--- src/rtl/morse_player_if.sv ---
// Letter request and Morse output bundle between a letter source and morse_player.
// The master side drives the code, length, start and abort; the slave side returns tone and status.
interface morse_player_if #(
   parameter int MAX_LEN = 5
);
   localparam int LW = $clog2(MAX_LEN + 1);

   logic [MAX_LEN-1:0] code_i;
   logic [LW-1:0]      len_i;
   logic               start_i;
   logic               abort_i;
   logic               tone_o;
   logic               dot_o;
   logic               dash_o;
   logic               busy_o;
   logic               done_o;
   logic [LW-1:0]      sym_idx_o;

   modport master (
      output code_i, len_i, start_i, abort_i,
      input  tone_o, dot_o, dash_o, busy_o, done_o, sym_idx_o
   );

   modport slave (
      input  code_i, len_i, start_i, abort_i,
      output tone_o, dot_o, dash_o, busy_o, done_o, sym_idx_o
   );
endinterface

--- src/rtl/morse_player.sv ---
// Plays one Morse letter as timed marks/gaps; tone rises the cycle after a start edge.
// No backpressure: start edges while busy are dropped, abort returns to IDLE next cycle.
module morse_player #(
   parameter int TICKS_PER_UNIT = 25000000,
   parameter int DASH_UNITS     = 3,
   parameter int GAP_UNITS      = 1,
   parameter int MAX_LEN        = 5
) (
   input  logic          CLOCK50_i,
   input  logic          rst_i,
   morse_player_if.slave bus
);
   localparam int LW        = $clog2(MAX_LEN + 1);
   localparam int MAX_UNITS = (DASH_UNITS > GAP_UNITS) ? DASH_UNITS : GAP_UNITS;
   localparam int MAX_PH    = MAX_UNITS * TICKS_PER_UNIT;
   localparam int PW        = $clog2(MAX_PH + 1);

   localparam logic [PW-1:0] DOT_LAST  = PW'(TICKS_PER_UNIT - 1);
   localparam logic [PW-1:0] DASH_LAST = PW'(DASH_UNITS * TICKS_PER_UNIT - 1);
   localparam logic [PW-1:0] GAP_LAST  = PW'(GAP_UNITS * TICKS_PER_UNIT - 1);
   localparam logic [LW-1:0] LEN_MAX   = LW'(MAX_LEN);

   typedef enum logic [1:0] {S_IDLE, S_MARK, S_SPACE, S_DONE} state_t;

   state_t             state_q, state_d;
   logic [PW-1:0]      phase_q, phase_d;
   logic [MAX_LEN-1:0] code_q, code_d;
   logic [LW-1:0]      len_q, len_d;
   logic [LW-1:0]      idx_q, idx_d;
   logic               start_prev_q, start_prev_d;

   logic               start_edge;
   logic [LW-1:0]      eff_len;
   logic [MAX_LEN-1:0] code_sh;
   logic               cur_dash;
   logic               last_sym;

   always_comb begin
      start_edge   = bus.start_i & ~start_prev_q;
      eff_len      = (bus.len_i > LEN_MAX) ? LEN_MAX : bus.len_i;
      code_sh      = code_q >> idx_q;
      cur_dash     = code_sh[0];
      last_sym     = (idx_q == (len_q - LW'(1)));

      state_d      = state_q;
      phase_d      = phase_q + PW'(1);
      code_d       = code_q;
      len_d        = len_q;
      idx_d        = idx_q;
      start_prev_d = bus.start_i;

      case (state_q)
         S_IDLE, S_DONE: begin
            phase_d = '0;
            if (start_edge) begin
               code_d  = bus.code_i;
               len_d   = eff_len;
               idx_d   = '0;
               state_d = (eff_len == '0) ? S_DONE : S_MARK;
            end
         end
         S_MARK: begin
            if (bus.abort_i) begin
               state_d = S_IDLE;
               phase_d = '0;
               idx_d   = '0;
            end else if (phase_q == (cur_dash ? DASH_LAST : DOT_LAST)) begin
               phase_d = '0;
               state_d = last_sym ? S_DONE : S_SPACE;
            end
         end
         S_SPACE: begin
            if (bus.abort_i) begin
               state_d = S_IDLE;
               phase_d = '0;
               idx_d   = '0;
            end else if (phase_q == GAP_LAST) begin
               phase_d = '0;
               idx_d   = idx_q + LW'(1);
               state_d = S_MARK;
            end
         end
         default: begin
            state_d = S_IDLE;
            phase_d = '0;
         end
      endcase
   end

   // start_prev resets high so a start held through reset is not seen as an edge
   always_ff @(posedge CLOCK50_i) begin
      if (rst_i) begin
         state_q      <= S_IDLE;
         phase_q      <= '0;
         code_q       <= '0;
         len_q        <= '0;
         idx_q        <= '0;
         start_prev_q <= 1'b1;
      end else begin
         state_q      <= state_d;
         phase_q      <= phase_d;
         code_q       <= code_d;
         len_q        <= len_d;
         idx_q        <= idx_d;
         start_prev_q <= start_prev_d;
      end
   end

   assign bus.tone_o    = (state_q == S_MARK);
   assign bus.dot_o     = (state_q == S_MARK) & ~cur_dash;
   assign bus.dash_o    = (state_q == S_MARK) & cur_dash;
   assign bus.busy_o    = (state_q == S_MARK) | (state_q == S_SPACE);
   assign bus.done_o    = (state_q == S_DONE);
   assign bus.sym_idx_o = idx_q;
endmodule

--- src/flat_wrapper.sv ---
// flat-port wrapper written by rule: the top's interface ports become plain ports
module morse_player_flat 
#(
   parameter int TICKS_PER_UNIT = 25000000,
   parameter int DASH_UNITS     = 3,
   parameter int GAP_UNITS      = 1,
   parameter int MAX_LEN        = 5
)
  (CLOCK50_i, rst_i, bus_code_i, bus_len_i, bus_start_i, bus_abort_i, bus_tone_o, bus_dot_o, bus_dash_o, bus_busy_o, bus_done_o, bus_sym_idx_o);
  morse_player_if #(.MAX_LEN(MAX_LEN)) bus_i ();
  input  logic CLOCK50_i;
  input  logic rst_i;
  input wire logic [$bits(bus_i.code_i)-1:0] bus_code_i;
  input wire logic [$bits(bus_i.len_i)-1:0] bus_len_i;
  input wire logic [$bits(bus_i.start_i)-1:0] bus_start_i;
  input wire logic [$bits(bus_i.abort_i)-1:0] bus_abort_i;
  output wire logic [$bits(bus_i.tone_o)-1:0] bus_tone_o;
  output wire logic [$bits(bus_i.dot_o)-1:0] bus_dot_o;
  output wire logic [$bits(bus_i.dash_o)-1:0] bus_dash_o;
  output wire logic [$bits(bus_i.busy_o)-1:0] bus_busy_o;
  output wire logic [$bits(bus_i.done_o)-1:0] bus_done_o;
  output wire logic [$bits(bus_i.sym_idx_o)-1:0] bus_sym_idx_o;
  assign bus_i.code_i = bus_code_i;
  assign bus_i.len_i = bus_len_i;
  assign bus_i.start_i = bus_start_i;
  assign bus_i.abort_i = bus_abort_i;
  assign bus_tone_o = bus_i.tone_o;
  assign bus_dot_o = bus_i.dot_o;
  assign bus_dash_o = bus_i.dash_o;
  assign bus_busy_o = bus_i.busy_o;
  assign bus_done_o = bus_i.done_o;
  assign bus_sym_idx_o = bus_i.sym_idx_o;
  morse_player #(.TICKS_PER_UNIT(TICKS_PER_UNIT), .DASH_UNITS(DASH_UNITS), .GAP_UNITS(GAP_UNITS), .MAX_LEN(MAX_LEN)) u_core (.CLOCK50_i(CLOCK50_i), .rst_i(rst_i), .bus(bus_i));
endmodule
--- config.mk ---
export PLATFORM = sky130hd
export DESIGN_NAME = morse_player_flat
export DESIGN_NICKNAME = d
export VERILOG_FILES = /design/src/rtl/morse_player_if.sv /design/src/rtl/morse_player.sv /design/src/flat_wrapper.sv
export SDC_FILE = /design/constraint.sdc
export NUM_CORES = 1
export LEC_CHECK = 0
export ABC_AREA = 0
export BUFFER_PORTS_ARGS = -buffer_cell sky130_fd_sc_hd__buf_2
export CAP_MARGIN = 10
export CORE_MARGIN = 1.5
export CORE_UTILIZATION = 62
export DETAILED_ROUTE_END_ITERATION = 12
export PLACE_DENSITY = 0.94
export SETUP_SLACK_MARGIN = 0.5
export SLEW_MARGIN = 20
export SYNTH_ARGS = -nofsm -noshare
export SYNTH_HDL_FRONTEND = slang
export SYNTH_SLANG_ARGS = --single-unit
--- constraint.sdc ---
create_clock -name CLOCK50_i -period 5.7 [get_ports CLOCK50_i]
set_clock_uncertainty 0.05 [all_clocks]
set_input_delay 1.14 -clock CLOCK50_i [delete_from_list [all_inputs] [get_ports CLOCK50_i]]
set_output_delay 1.14 -clock CLOCK50_i [all_outputs]
set_load 0.01 [all_outputs]
==> results.yml <==
status:
  status: "complete, no violations"
sta:
  finalSetupTns_ps: 0
  worst_pin_slew_ps: 664
  maxSlewViolCount: 0
  layout_worst_path_cycle_share: 0.530
  timing.fmax_mhz: 331
  fin_crit_ps: 3020
  slew_headroom: 0.555
  hold_viol: 0
  rsz0062_at_grt: "no"
  setup_viol_count_final: 0
detailed_routing:
  vias: 1744
  drt_iter0_markers: 89
  wl_um: 3940
  wire_per_inst_um: 12.6
  drcViolationCount: 0
  antenna_left: 0
  firstDrtPassIters: 4
  avgViaCountPerCell: 5.57
finish:
  nets: 286
  area.growth.synth_to_final_pct: 7.48
  nFillCells: 226
  drive_gt1_frac: 0.130
  antennaDiodeCount: 0
setup_path:
  crit_family: "flip-flops"
  start_kind: "flip-flop"
  worstSetupPathType: "flip-flop to primary output"
  regToRegStartpoint: "u_core.phase_q[0]"
  worstPathArrival_ps: 1830
  critPathSlowestCell: "dfxtp_1"
  path_max_fanout: 7
  path_cells: "mux2i_1 > o311ai_1 > and2_1 > buf_2"
  cp-end-kind: "primary output"
  worst_r2r_path_depth: 7
  crit_buf_inv: 1
  reg2reg_slack_ps: 3070
  worstPathRequired_ps: 4510
  slowest_delay_ps: 500
  rr_endpoint: "u_core.phase_q[6]"
yosys:
  synth.area.top_cells: "dfxtp_1 (39%), nor2_1 (8.4%), xnor2_1 (8.3%)"
  synth_top_area_share: 0.390
  ys_async_sr_fraction: 0
  ys_seq_elements: 41
  yosysUniqueCellTypes: 44
  yosys_warnings: 0
  syn_nets: 268
  synth_edf_count: 0
  synth_seq_area_share: 0.390
  syn-cell-area_sq_mm: 0.00211
  synth.avg_cell_area_sq_um: 8.43
  synth_top_area_cell: "dfxtp_1"
  ys.flop_type: "dfxtp_1"
  syn_inst: 250
global_route:
  grt_use_met2: 0.375
  busiest_layer: "met2"
  met3_usage: 0.0588
  grt_pass1_wl_um: 6440
  antenna_found_initial: 0
  grt_overflow_total: 0
  met1_usage: 0.287
  first_global_vias: 1542
  grt_max_degree: 28
  grt_usage: 0.235
pwr:
  internal_power_w: 0.000433
  clkPwrFrac: 0.256
  pwr-share-seq: 0.483
  finalPower_w: 0.000638
  power.leakage_nw: 0.747
  p_switching_w: 0.000204
  peakVddDrop_uv: 166
  swShare: 0.320
  p_per_area_mw_per_mm2: 282
  power_frac_comb: 0.261
clock_tree:
  cts.sinks: 41
  cts_max_level: 2
  hold_buffers: 0
  insertion_delay_ps: 360
  cts_root_buffer: "clkbuf_4"
  post_cts.repair.setup_buffers: 0
  clk_pin_slew_ps: 120
  clock_path_buffers: 2
  tritoncts: "yes"
  cts_resized: 0
  cts_buffers: 5
worst_hold_path:
  min-delay-start: "u_core.code_q[1]"
  worstHoldEndpoint: "u_core.code_q[1]"
  hp-class: "flip-flop to flip-flop"
  hold_depth: 2
floorplanning:
  rows: 20
  die_area_sq_mm: 0.00376
  io_pins: 20
  initial_core_util: 0.674
  die_w_um: 61.3
  design.core.area_sq_mm: 0.00313
  die_h_um: 61.3
run:
  cap_violations: 0
placed_design:
  portBuffers: 19
  dpl.hpwl_um: 2900
  place_congestion: 0.838
## per-stage QoR
| stage | worst slack [ps] | hold WS, ps | util | std cells | area, sq um |
|---|---|---|---|---|---|
| final | 2680 | 411 | 0.724 | 313 | 2260 |
| after global placement | 2960 | 391 | 0.702 | 305 | 2190 |
| after floorplan | 3300 | 380 | - | 250 | 2110 |
| after global routing | 2600 | 429 | 0.724 | 313 | 2260 |
| after CTS | 2710 | 413 | 0.724 | 313 | 2260 |
| after detailed placement | 2910 | 396 | 0.702 | 305 | 2190 |
## cells in the mapped netlist, drive strengths merged (2+ instances only)
cell type,instances
and2,3
and4,2
and3,2
nor2b,2
nor2,47
o21a,2
clkbuf,5
or4,3
a211oi,4
mux2i,2
buf,3
xnor2,20
nor4b,2
nor3,7
o311ai,2
dfxtp,41
nand2b,4
xor2,9
nand2,21
nand3,16
mux2,2
inv,13
nor4,2
o21ai,3
nand4,7
a21oi,10
ha,6
## how the worst max path moves through the flow
stage / from / end / slack, ps / depth (start not counted)
after global placement: bus_abort_i / u_core.phase_q[4] / 2960 / 6
after detailed placement: bus_abort_i / u_core.phase_q[23] / 2910 / 6
after CTS: u_core.bus.sym_idx_o[1] / bus_dash_o / 2710 / 5
after floorplan: u_core.bus.sym_idx_o[1] / bus_dash_o / 3300 / 4
after global routing: u_core.bus.sym_idx_o[2] / bus_dash_o / 2600 / 4
final: u_core.bus.sym_idx_o[2] / bus_dash_o / 2680 / 4
## cells in the final DEF, fill, tap and decap left out, types with 3 or more instances in the layout
cell type	n
a211oi_1	4
a21oi_1	10
and2_1	3
buf_2	19
clkbuf_4	5
dfxtp_1	41
ha_1	6
inv_1	13
nand2_1	21
nand2b_1	4
nand3_1	15
nand4_1	6
nor2_1	47
nor3_1	7
or4_1	3
xnor2_1	20
xor2_1	9
## worst register-to-register path: stages, from the launching register on
cell	delay, ps
dfxtp_1	400
ha_1	250
and4_1	400
nand4_4	160
o31ai_4	320
o21ai_0	220
o21ai_4	580
nor2_1	130
## state kept, by name (all words and copies together) (netlist names)
signal and cells:
u_core.phase_q 27, u_core.code_q 5, u_core.bus.sym_idx_o 3, u_core.len_q 3, u_core.state_q 2, u_core.start_prev_q 1
## routing by layer
layer | share of wire | vias to the layer above | wire length [um]
li1 | - | 881 | -
met1 | 0.45 | 807 | 1790
met2 | 0.48 | 48 | 1880
met3 | 0.051 | 8 | 200
met4 | 0.017 | 0 | 66
met5 | 0 | - | 0
## cell families (layout without fill, tap and decap cells)
logic type,count (synthesis),count (layout),synth area share
adders and majority gates,6,6,0.0356
and+or+nand+nor,125,125,0.299
buffers and inverters,21,40,0.0528
AOI/OAI and AO/OA,24,24,0.0825
muxes,4,4,0.0202
xor gates and xnor gates,29,29,0.121
DFF,41,41,0.390
## power groups by stage
stage	registers, W	clock network (W)	logic (W)
floorplan	0.000313	0	0.000129
global placement	0.000314	0	0.000157
detailed placement	0.000314	0	0.000164
CTS	0.000308	0.000168	0.000164
global route	0.000310	0.000179	0.000184
finish	0.000308	0.000163	0.000166
## layout make-up
| class | instances | area [sq um] | share of cell area |
|---|---|---|---|
| Timing Repair Buffer | 19 | 95.1 | 0.0420 |
| Inverter | 13 | 48.8 | 0.0215 |
| Clock buffer | 7 | 65.1 | 0.0287 |
| Tap cell | 44 | 55.1 | 0.0243 |
| Sequential cell | 41 | 821 | 0.362 |
| Clock inverter | 1 | 5.00 | 0.00221 |
| Multi-Input combinational cell | 188 | 1170 | 0.519 |
Note: power is estimated with default switching activity, not from simulation.
